[config.mk]
export PLATFORM = sky130hd
export DESIGN_NAME = reconfig_result_accum_flat
export DESIGN_NICKNAME = d
export VERILOG_FILES = /design/src/rtl/reconfig_result_accum_pkg.sv /design/src/rtl/reconfig_result_accum_if.sv /design/src/rtl/reconfig_result_accum_accum_cell.sv /design/src/rtl/reconfig_result_accum.sv /design/src/flat_wrapper.sv
export SDC_FILE = /design/constraint.sdc
export NUM_CORES = 1
export LEC_CHECK = 0
export CORE_AREA = 5 5 156 158
export CTS_BUF_LIST = sky130_fd_sc_hd__clkbuf_4 sky130_fd_sc_hd__clkbuf_8
export DETAILED_ROUTE_END_ITERATION = 8
export DIE_AREA = 0 0 161 163
export GPL_TIMING_DRIVEN = 0
export PLACE_DENSITY_LB_ADDON = 0.25
export SLEW_MARGIN = 15
export SYNTH_ARGS = -nofsm -noshare
export SYNTH_HDL_FRONTEND = slang
export SYNTH_HIERARCHICAL = 1
export SYNTH_SLANG_ARGS = --single-unit
[constraint.sdc]
create_clock -name clk -period 2.2 [get_ports clk]
set_input_delay 0.55 -clock clk [delete_from_list [all_inputs] [get_ports clk]]
set_output_delay 0.55 -clock clk [all_outputs]
set_load 0.01 [all_outputs]
[src/rtl/reconfig_result_accum_pkg.sv]
// Shared types for the reconfigurable datapath result collector.
package reconfig_pkg;
  localparam int Y_W = 9;

  typedef enum logic [1:0] {
    MODE_0 = 2'd0,
    MODE_1 = 2'd1,
    MODE_2 = 2'd2,
    MODE_3 = 2'd3
  } mode_t;

  typedef enum logic {
    ACCUM = 1'b0,
    DRAIN = 1'b1
  } accum_state_t;
endpackage

[src/rtl/reconfig_result_accum_if.sv]
// Sample input and summary-record output handshakes of the result collector.
interface reconfig_result_accum_if #(
  parameter int ACC_W = 16,
  parameter int WIN   = 16
);
  import reconfig_pkg::*;
  localparam int CNT_W = $clog2(WIN + 1);

  logic             in_valid;
  logic             in_ready;
  logic [Y_W-1:0]   in_y;
  logic             in_s0;
  logic             in_s1;
  logic             out_valid;
  logic             out_ready;
  logic [1:0]       out_mode;
  logic [ACC_W-1:0] out_sum;
  logic [Y_W-1:0]   out_max;
  logic [CNT_W-1:0] out_cnt;
  logic             out_ovf;

  modport master (
    output in_valid, in_y, in_s0, in_s1, out_ready,
    input  in_ready, out_valid, out_mode, out_sum, out_max, out_cnt, out_ovf
  );

  modport slave (
    input  in_valid, in_y, in_s0, in_s1, out_ready,
    output in_ready, out_valid, out_mode, out_sum, out_max, out_cnt, out_ovf
  );
endinterface

[src/rtl/reconfig_result_accum_accum_cell.sv]
// Per-mode statistics registers: sum, sample count, maximum and sticky overflow.
// Sum saturates when RECONFIG_ACCUM_SAT_EN is defined, otherwise wraps.
module reconfig_accum_cell
  import reconfig_pkg::*;
#(
  parameter int ACC_W = 16,
  parameter int CNT_W = 5
) (
  input  logic             clk,
  input  logic             rst_n,
  input  logic             clr,
  input  logic             add,
  input  logic [Y_W-1:0]   y,
  output logic [ACC_W-1:0] sum,
  output logic [Y_W-1:0]   max_y,
  output logic [CNT_W-1:0] cnt,
  output logic             ovf
);
  logic [ACC_W:0]   sum_ext;
  logic [ACC_W-1:0] sum_nxt;

  assign sum_ext = {1'b0, sum} + {{(ACC_W + 1 - Y_W){1'b0}}, y};

`ifdef RECONFIG_ACCUM_SAT_EN
  assign sum_nxt = sum_ext[ACC_W] ? '1 : sum_ext[ACC_W-1:0];
`else
  assign sum_nxt = sum_ext[ACC_W-1:0];
`endif

  always_ff @(posedge clk or negedge rst_n) begin
    if (!rst_n) begin
      sum   <= '0;
      max_y <= '0;
      cnt   <= '0;
      ovf   <= 1'b0;
    end else if (clr) begin
      sum   <= '0;
      max_y <= '0;
      cnt   <= '0;
      ovf   <= 1'b0;
    end else if (add) begin
      sum <= sum_nxt;
      cnt <= cnt + CNT_W'(1);
      if (y > max_y) max_y <= y;
      // carry of the unclamped add flags overflow in both builds
      if (sum_ext[ACC_W]) ovf <= 1'b1;
    end
  end
endmodule

[src/rtl/reconfig_result_accum.sv]
// Windowed per-topology result collector; drains four summary records per window.
// Build option: RECONFIG_ACCUM_SAT_EN selects saturating sums (default wraps).
//
// state | meaning
// ACCUM | taking samples until WIN have been accepted
// DRAIN | presenting record[idx], idx 0..3, one per handshake
module reconfig_result_accum
  import reconfig_pkg::*;
#(
  parameter int ACC_W = 16,
  parameter int WIN   = 16
) (
  input  logic                    clk,
  input  logic                    rst_n,
  input  logic                    clr,
  reconfig_result_accum_if.slave  bus
);
  localparam int CNT_W = $clog2(WIN + 1);
  localparam logic [0:0] ST_ACCUM = 1'(ACCUM);
  localparam logic [0:0] ST_DRAIN = 1'(DRAIN);

  logic [0:0]       state;
  logic [1:0]       idx;
  logic [CNT_W-1:0] win_cnt;
  logic             accept;
  logic             take;
  logic             drain_done;
  logic             cell_clr;
  logic [3:0]       cell_add;
  logic [1:0]       in_mode;

  logic [ACC_W-1:0] sum_a [4];
  logic [Y_W-1:0]   max_a [4];
  logic [CNT_W-1:0] cnt_a [4];
  logic [3:0]       ovf_a;

  assign in_mode      = {bus.in_s1, bus.in_s0};
  assign bus.in_ready  = (state == ST_ACCUM);
  assign bus.out_valid = (state == ST_DRAIN);

  // clr wins over both a sample and a record handshake in the same cycle
  assign accept     = bus.in_valid && bus.in_ready && !clr;
  assign take       = bus.out_valid && bus.out_ready && !clr;
  assign drain_done = take && (idx == 2'd3);
  assign cell_clr   = clr || drain_done;

  always_comb begin
    cell_add = '0;
    if (accept) cell_add[in_mode] = 1'b1;
  end

  always_ff @(posedge clk or negedge rst_n) begin
    if (!rst_n) begin
      state   <= ST_ACCUM;
      idx     <= '0;
      win_cnt <= '0;
    end else if (clr) begin
      state   <= ST_ACCUM;
      idx     <= '0;
      win_cnt <= '0;
    end else if (state == ST_ACCUM) begin
      if (accept) begin
        win_cnt <= win_cnt + CNT_W'(1);
        if (win_cnt == CNT_W'(WIN - 1)) begin
          state <= ST_DRAIN;
          idx   <= '0;
        end
      end
    end else begin
      if (take) begin
        idx <= idx + 2'd1;
        if (idx == 2'd3) begin
          state   <= ST_ACCUM;
          win_cnt <= '0;
        end
      end
    end
  end

  for (genvar g = 0; g < 4; g++) begin : g_cell
    reconfig_accum_cell #(
      .ACC_W(ACC_W),
      .CNT_W(CNT_W)
    ) u_cell (
      .clk   (clk),
      .rst_n (rst_n),
      .clr   (cell_clr),
      .add   (cell_add[g]),
      .y     (bus.in_y),
      .sum   (sum_a[g]),
      .max_y (max_a[g]),
      .cnt   (cnt_a[g]),
      .ovf   (ovf_a[g])
    );
  end

  // record fields read as zero outside DRAIN so the idle bus is quiet
  assign bus.out_mode = idx;
  assign bus.out_sum  = bus.out_valid ? sum_a[idx] : '0;
  assign bus.out_max  = bus.out_valid ? max_a[idx] : '0;
  assign bus.out_cnt  = bus.out_valid ? cnt_a[idx] : '0;
  assign bus.out_ovf  = bus.out_valid ? ovf_a[idx] : 1'b0;
endmodule

[src/flat_wrapper.sv]
// flat-port wrapper written by rule: the top's interface ports become plain ports
module reconfig_result_accum_flat import reconfig_pkg::*;
#(
  parameter int ACC_W = 16,
  parameter int WIN   = 16
)
  (clk, rst_n, clr, bus_in_valid, bus_in_y, bus_in_s0, bus_in_s1, bus_out_ready, bus_in_ready, bus_out_valid, bus_out_mode, bus_out_sum, bus_out_max, bus_out_cnt, bus_out_ovf);
  reconfig_result_accum_if #(.ACC_W(ACC_W), .WIN(WIN)) bus_i ();
  input  logic clk;
  input  logic rst_n;
  input  logic clr;
  input wire logic [$bits(bus_i.in_valid)-1:0] bus_in_valid;
  input wire logic [$bits(bus_i.in_y)-1:0] bus_in_y;
  input wire logic [$bits(bus_i.in_s0)-1:0] bus_in_s0;
  input wire logic [$bits(bus_i.in_s1)-1:0] bus_in_s1;
  input wire logic [$bits(bus_i.out_ready)-1:0] bus_out_ready;
  output wire logic [$bits(bus_i.in_ready)-1:0] bus_in_ready;
  output wire logic [$bits(bus_i.out_valid)-1:0] bus_out_valid;
  output wire logic [$bits(bus_i.out_mode)-1:0] bus_out_mode;
  output wire logic [$bits(bus_i.out_sum)-1:0] bus_out_sum;
  output wire logic [$bits(bus_i.out_max)-1:0] bus_out_max;
  output wire logic [$bits(bus_i.out_cnt)-1:0] bus_out_cnt;
  output wire logic [$bits(bus_i.out_ovf)-1:0] bus_out_ovf;
  assign bus_i.in_valid = bus_in_valid;
  assign bus_i.in_y = bus_in_y;
  assign bus_i.in_s0 = bus_in_s0;
  assign bus_i.in_s1 = bus_in_s1;
  assign bus_i.out_ready = bus_out_ready;
  assign bus_in_ready = bus_i.in_ready;
  assign bus_out_valid = bus_i.out_valid;
  assign bus_out_mode = bus_i.out_mode;
  assign bus_out_sum = bus_i.out_sum;
  assign bus_out_max = bus_i.out_max;
  assign bus_out_cnt = bus_i.out_cnt;
  assign bus_out_ovf = bus_i.out_ovf;
  reconfig_result_accum #(.ACC_W(ACC_W), .WIN(WIN)) u_core (.clk(clk), .rst_n(rst_n), .clr(clr), .bus(bus_i));
endmodule
==> impl_results.md <==
- FMAX: 374 MHz
- Detailed Route WL: 30.0 mm
- IO Port Bufs: between 40 and 50
- Share of cells above drive strength 1: 34.8%
- Slew margin rel.: 61.8%
- Worst path cell trace: buf_8, buf_12, buf_12, buf_12, mux4_2, and2_4, buf_6
- Design area: 13000 um2
- Initial Util: between 40 and 50%
- Cell Pwr Density: 467 nW/um2
- Die Y: 163 um
- Syn_area_per_cell: a little under 10 um2
- DRT antenna net count: 0
- Clk_skew: 0.0134 ns
- Area Growth Syn to Fin: 30.0%
- Syn Nets: 1133
- First-pass GRT wire length: approximately 45 mm
- Clock Sinks: 132
- Largest stage delay, worst path: 0.50 ns
- Failing checks: setup timing
- Largest net degree at the start of global routing: 103
- Placeable Area: 23000 um2
- Setup TNS: -12.75 ns
- PnR worst setup slack: -0.474 ns
- Initial antenna violation count: 0
- CTS tree: done
- Slowest-stage cell, CP: mux4_2
- CP startpoint: u_core/bus.out_mode[0]$_DFFE_PN0P_
- Crit path kind: reg2out
- Vias: 8635
- Leak: between 0.005 and 0.006 uW
- Ranking of synthesized cells by area: dfrtp_1 33%, ha_1 9.9%, mux4_2 6.3%
- Row cnt: 56
- Final slew viol count: 0
- Post-synth cell types: 50
- Largest area contributor in the netlist: dfrtp_1
- Critical Path Most Common Cell: buf_12
- DP Cell Count: 1374
- VDD IR-drop max: 0.334 mV
- Initial drt markers: 584
- Min-delay src: clr
- Final period util: 122%
- Worst-path fanout max: 5
- Final nets: 1281
- Startpoint types: register
- Hold Path Class: in2reg
- CTS Root Cell: clkbuf_8
- Status: finished with violations
- GRT met1 Usage: 31.5%
- Unrepaired setup endpoints after global routing: true
- Final min period: approximately 2.7 ns
- Number of synthesized flops with an enable pin: 0
- Clock latency at the later pin of the worst-skew pair: approximately 0.46 ns
- Synth Instances: 1034
- IO Count: 51
- Vias in the first global route: 8288
- DRC: 0
- N_diodes: 0
- CP Buf/Inv Count: 5
- Ys flop type: dfrtp_1
- Synth warn: 6
- Via density: 5.81
- Final setup fails: 51
- Routability Congestion: 0.894
- Worst R2R Start: u_core/bus.out_valid$_DFF_PN0_
- Busiest grt layer: met2
- H-Tree Depth: 4
- Final hold vios: 0
- Clk buf depth: 2
- Mapped Area: 10000 um2
- Part of the Yosys area used for sequential elements: about a third
- WP data arrival: ~2.1 ns
- Die W: 161 um
- Crit path capture type: output port
- Met3 Use GR: 3.24%
- Gr usage total: between 20% and 30%
- Placed Area: 11000 um2
- Post-DP HPWL: between 20 and 25 mm
- M2 GR Usage: 35.0%
- WL/cell: 20.2 um
- Final std cells w/o fill: 1485
- Die area: 26200 um2
- Worst-margin pin slew: ~0.57 ns
- Critical path's top delay family: buffers and inverters
- Clk slew on worst S/H paths: 0.08 ns
- Synthesized flop and latch total: between 100 and 150
- Ys async rst share: 100%
- Yosys top cell area share: 33.0%
- Pre-antenna DRT Iters: 5
- Fillcell total: 2007
- Max Cap Viol: 0
- GRT overflow: 0
- Num CTS Buffers: 17
- Required @ worst endpoint: between 1.5 and 2 ns
worst register-to-register path, cell delays in order (launching register included):
cell	delay, ns
dfrtp_1	0.39
clkbuf_8	0.15
buf_6	0.11
nor2_4	0.11
nand2_4	0.09
nor3b_4	0.32
buf_6	0.17
buf_12	0.11
nor2_4	0.04
nor2_4	0.10
nand2_1	0.08
or4_1	0.48
a21oi_1	0.13
logic make-up (layout without fill, tap and decap cells):
group / Yosys count / in the layout / share of synthesized area (%)
multiplexers: 104 / 104 / 14.6
buffers and inverters: 116 / 276 / 5.15
AO/OA/AOI/OAI: 191 / 191 / 13.1
AND/OR/NAND/NOR: 380 / 381 / 21.1
adder cells (fa/ha/maj): 83 / 83 / 10.7
flip-flops: 132 / 132 / 33.0
XOR/XNOR: 28 / 28 / 2.45
layer usage:
metal / part of all wire, % / wire length, um
met3: 4.4 / 1320
met5: 0 / 0
met2: 47 / 14100
met1: 46 / 13800
met4: 2.5 / 748
sequential cells by signal (all words and copies together), names as in the netlist:
register / cells
u_core/bus.out_mode: 2
u_core/g_cell.u_cell/cnt: 20
u_core/g_cell.u_cell/sum: 64
u_core/bus.out_valid: 1
u_core/win_cnt: 5
u_core/g_cell.u_cell/ovf: 4
u_core/g_cell.u_cell/max_y: 36
cells in the mapped netlist, types with 2 or more instances:
| master | n |
|---|---|
| buf_2 | 19 |
| nand4_1 | 24 |
| a211oi_2 | 8 |
| and3_1 | 3 |
| nand2_1 | 33 |
| or3_2 | 4 |
| nand2b_1 | 81 |
| a31oi_1 | 4 |
| a22o_1 | 4 |
| fa_1 | 4 |
| buf_12 | 3 |
| and2_1 | 35 |
| nor2_1 | 91 |
| nor2b_1 | 26 |
| nand3b_1 | 9 |
| a21o_1 | 16 |
| a21o_2 | 4 |
| o31ai_1 | 17 |
| or4_1 | 12 |
| ha_1 | 79 |
| clkbuf_1 | 29 |
| and4_2 | 4 |
| o221ai_1 | 4 |
| nor3b_1 | 14 |
| mux2_2 | 16 |
| or3_1 | 2 |
| xnor2_1 | 16 |
| a21boi_0 | 8 |
| a211oi_1 | 17 |
| o2111ai_1 | 4 |
| or2_2 | 5 |
| a221o_1 | 8 |
| o21ai_2 | 4 |
| inv_1 | 64 |
| dfrtp_1 | 132 |
| o211ai_1 | 9 |
| nor3_1 | 10 |
| nand3_1 | 22 |
| a21oi_1 | 59 |
| or4b_1 | 4 |
| xor2_1 | 12 |
| mux2i_1 | 57 |
| o21ai_0 | 22 |
| mux4_2 | 28 |
| mux4_1 | 3 |
layout make-up:
class | instances | area (um2) | share of cell area, %
plain buffers | 50 | 434 | 3.34
clock buffers | 19 | 262 | 2.01
clock inverters | 13 | 251 | 1.93
inverters | 64 | 240 | 1.85
multi-input cells | 787 | 6900 | 53.0
flip-flops and latches | 132 | 3310 | 25.4
well taps | 290 | 363 | 2.79
repair buffers | 130 | 1260 | 9.65
metrics by stage:
| stage | total power, uW | utilization, % | hold slack, ns | worst slack (ns) |
|---|---|---|---|---|
| 2_1_floorplan | 3020 | - | 0.254 | -0.0523 |
| 3_3_place_gp | 3280 | 47.9 | 0.491 | -5.10 |
| 3_5_place_dp | 3300 | 48.0 | 0.439 | -1.60 |
| 4_1_cts | 6050 | 54.1 | 0.350 | -0.504 |
| 5_1_grt | 6310 | 56.6 | 0.389 | -0.564 |
| 6_report | 6080 | 56.6 | 0.395 | -0.474 |
placed cells by master (no fill, tap or decap), types with 26 or more instances in the layout:
cell type / synthesis / final
mux2i_1: 57 / 57
nor2b_1: 26 / 26
and2_4: 0 / 27
nor2_1: 91 / 82
ha_1: 79 / 64
nand2_1: 33 / 28
buf_6: 1 / 44
mux4_2: 28 / 30
dfrtp_1: 132 / 129
buf_4: 0 / 77
nand2b_1: 81 / 77
a21oi_1: 59 / 37
inv_1: 64 / 59
power breakdown:
part,leakage [uW],total [uW],switching [uW],internal [uW]
Combinational,0.00335,894,525,369
Clock,0.000248,2690,1050,1640
Sequential,0.00183,2500,45.2,2460
timing repair:
action,4_1_cts,5_1_grt
endpoints found under the hold margin,30,0
cloned,5,2
setup endpoints to repair,156,152
gates resized for setup,315,180
buffers inserted,49,26
pin swaps,46,33
hold buffers,1,0
worst paths after layout:
| path | end | slack, ns | depth (start not counted) |
|---|---|---|---|
| min | u_core/bus.out_mode[1]$_DFFE_PN0P_ | 0.39 | 2 |
| max | bus_out_sum[4] | -0.47 | 7 |
| min in group asynchronous | u_core/g_cell[2].u_cell/max_y[7]$_DFFE_PN0P_ | 0.54 | 2 |
| max in group asynchronous | u_core/g_cell[0].u_cell/sum[0]$_DFFE_PN0P_ | 0.82 | 3 |
| max reg2reg | u_core/g_cell[2].u_cell/sum[14]$_DFFE_PN0P_ | -0.16 | 12 |
| min reg2reg | u_core/win_cnt[0]$_DFFE_PN0P_ | 0.52 | 1 |
Note: power is estimated with default switching activity, not from simulation.
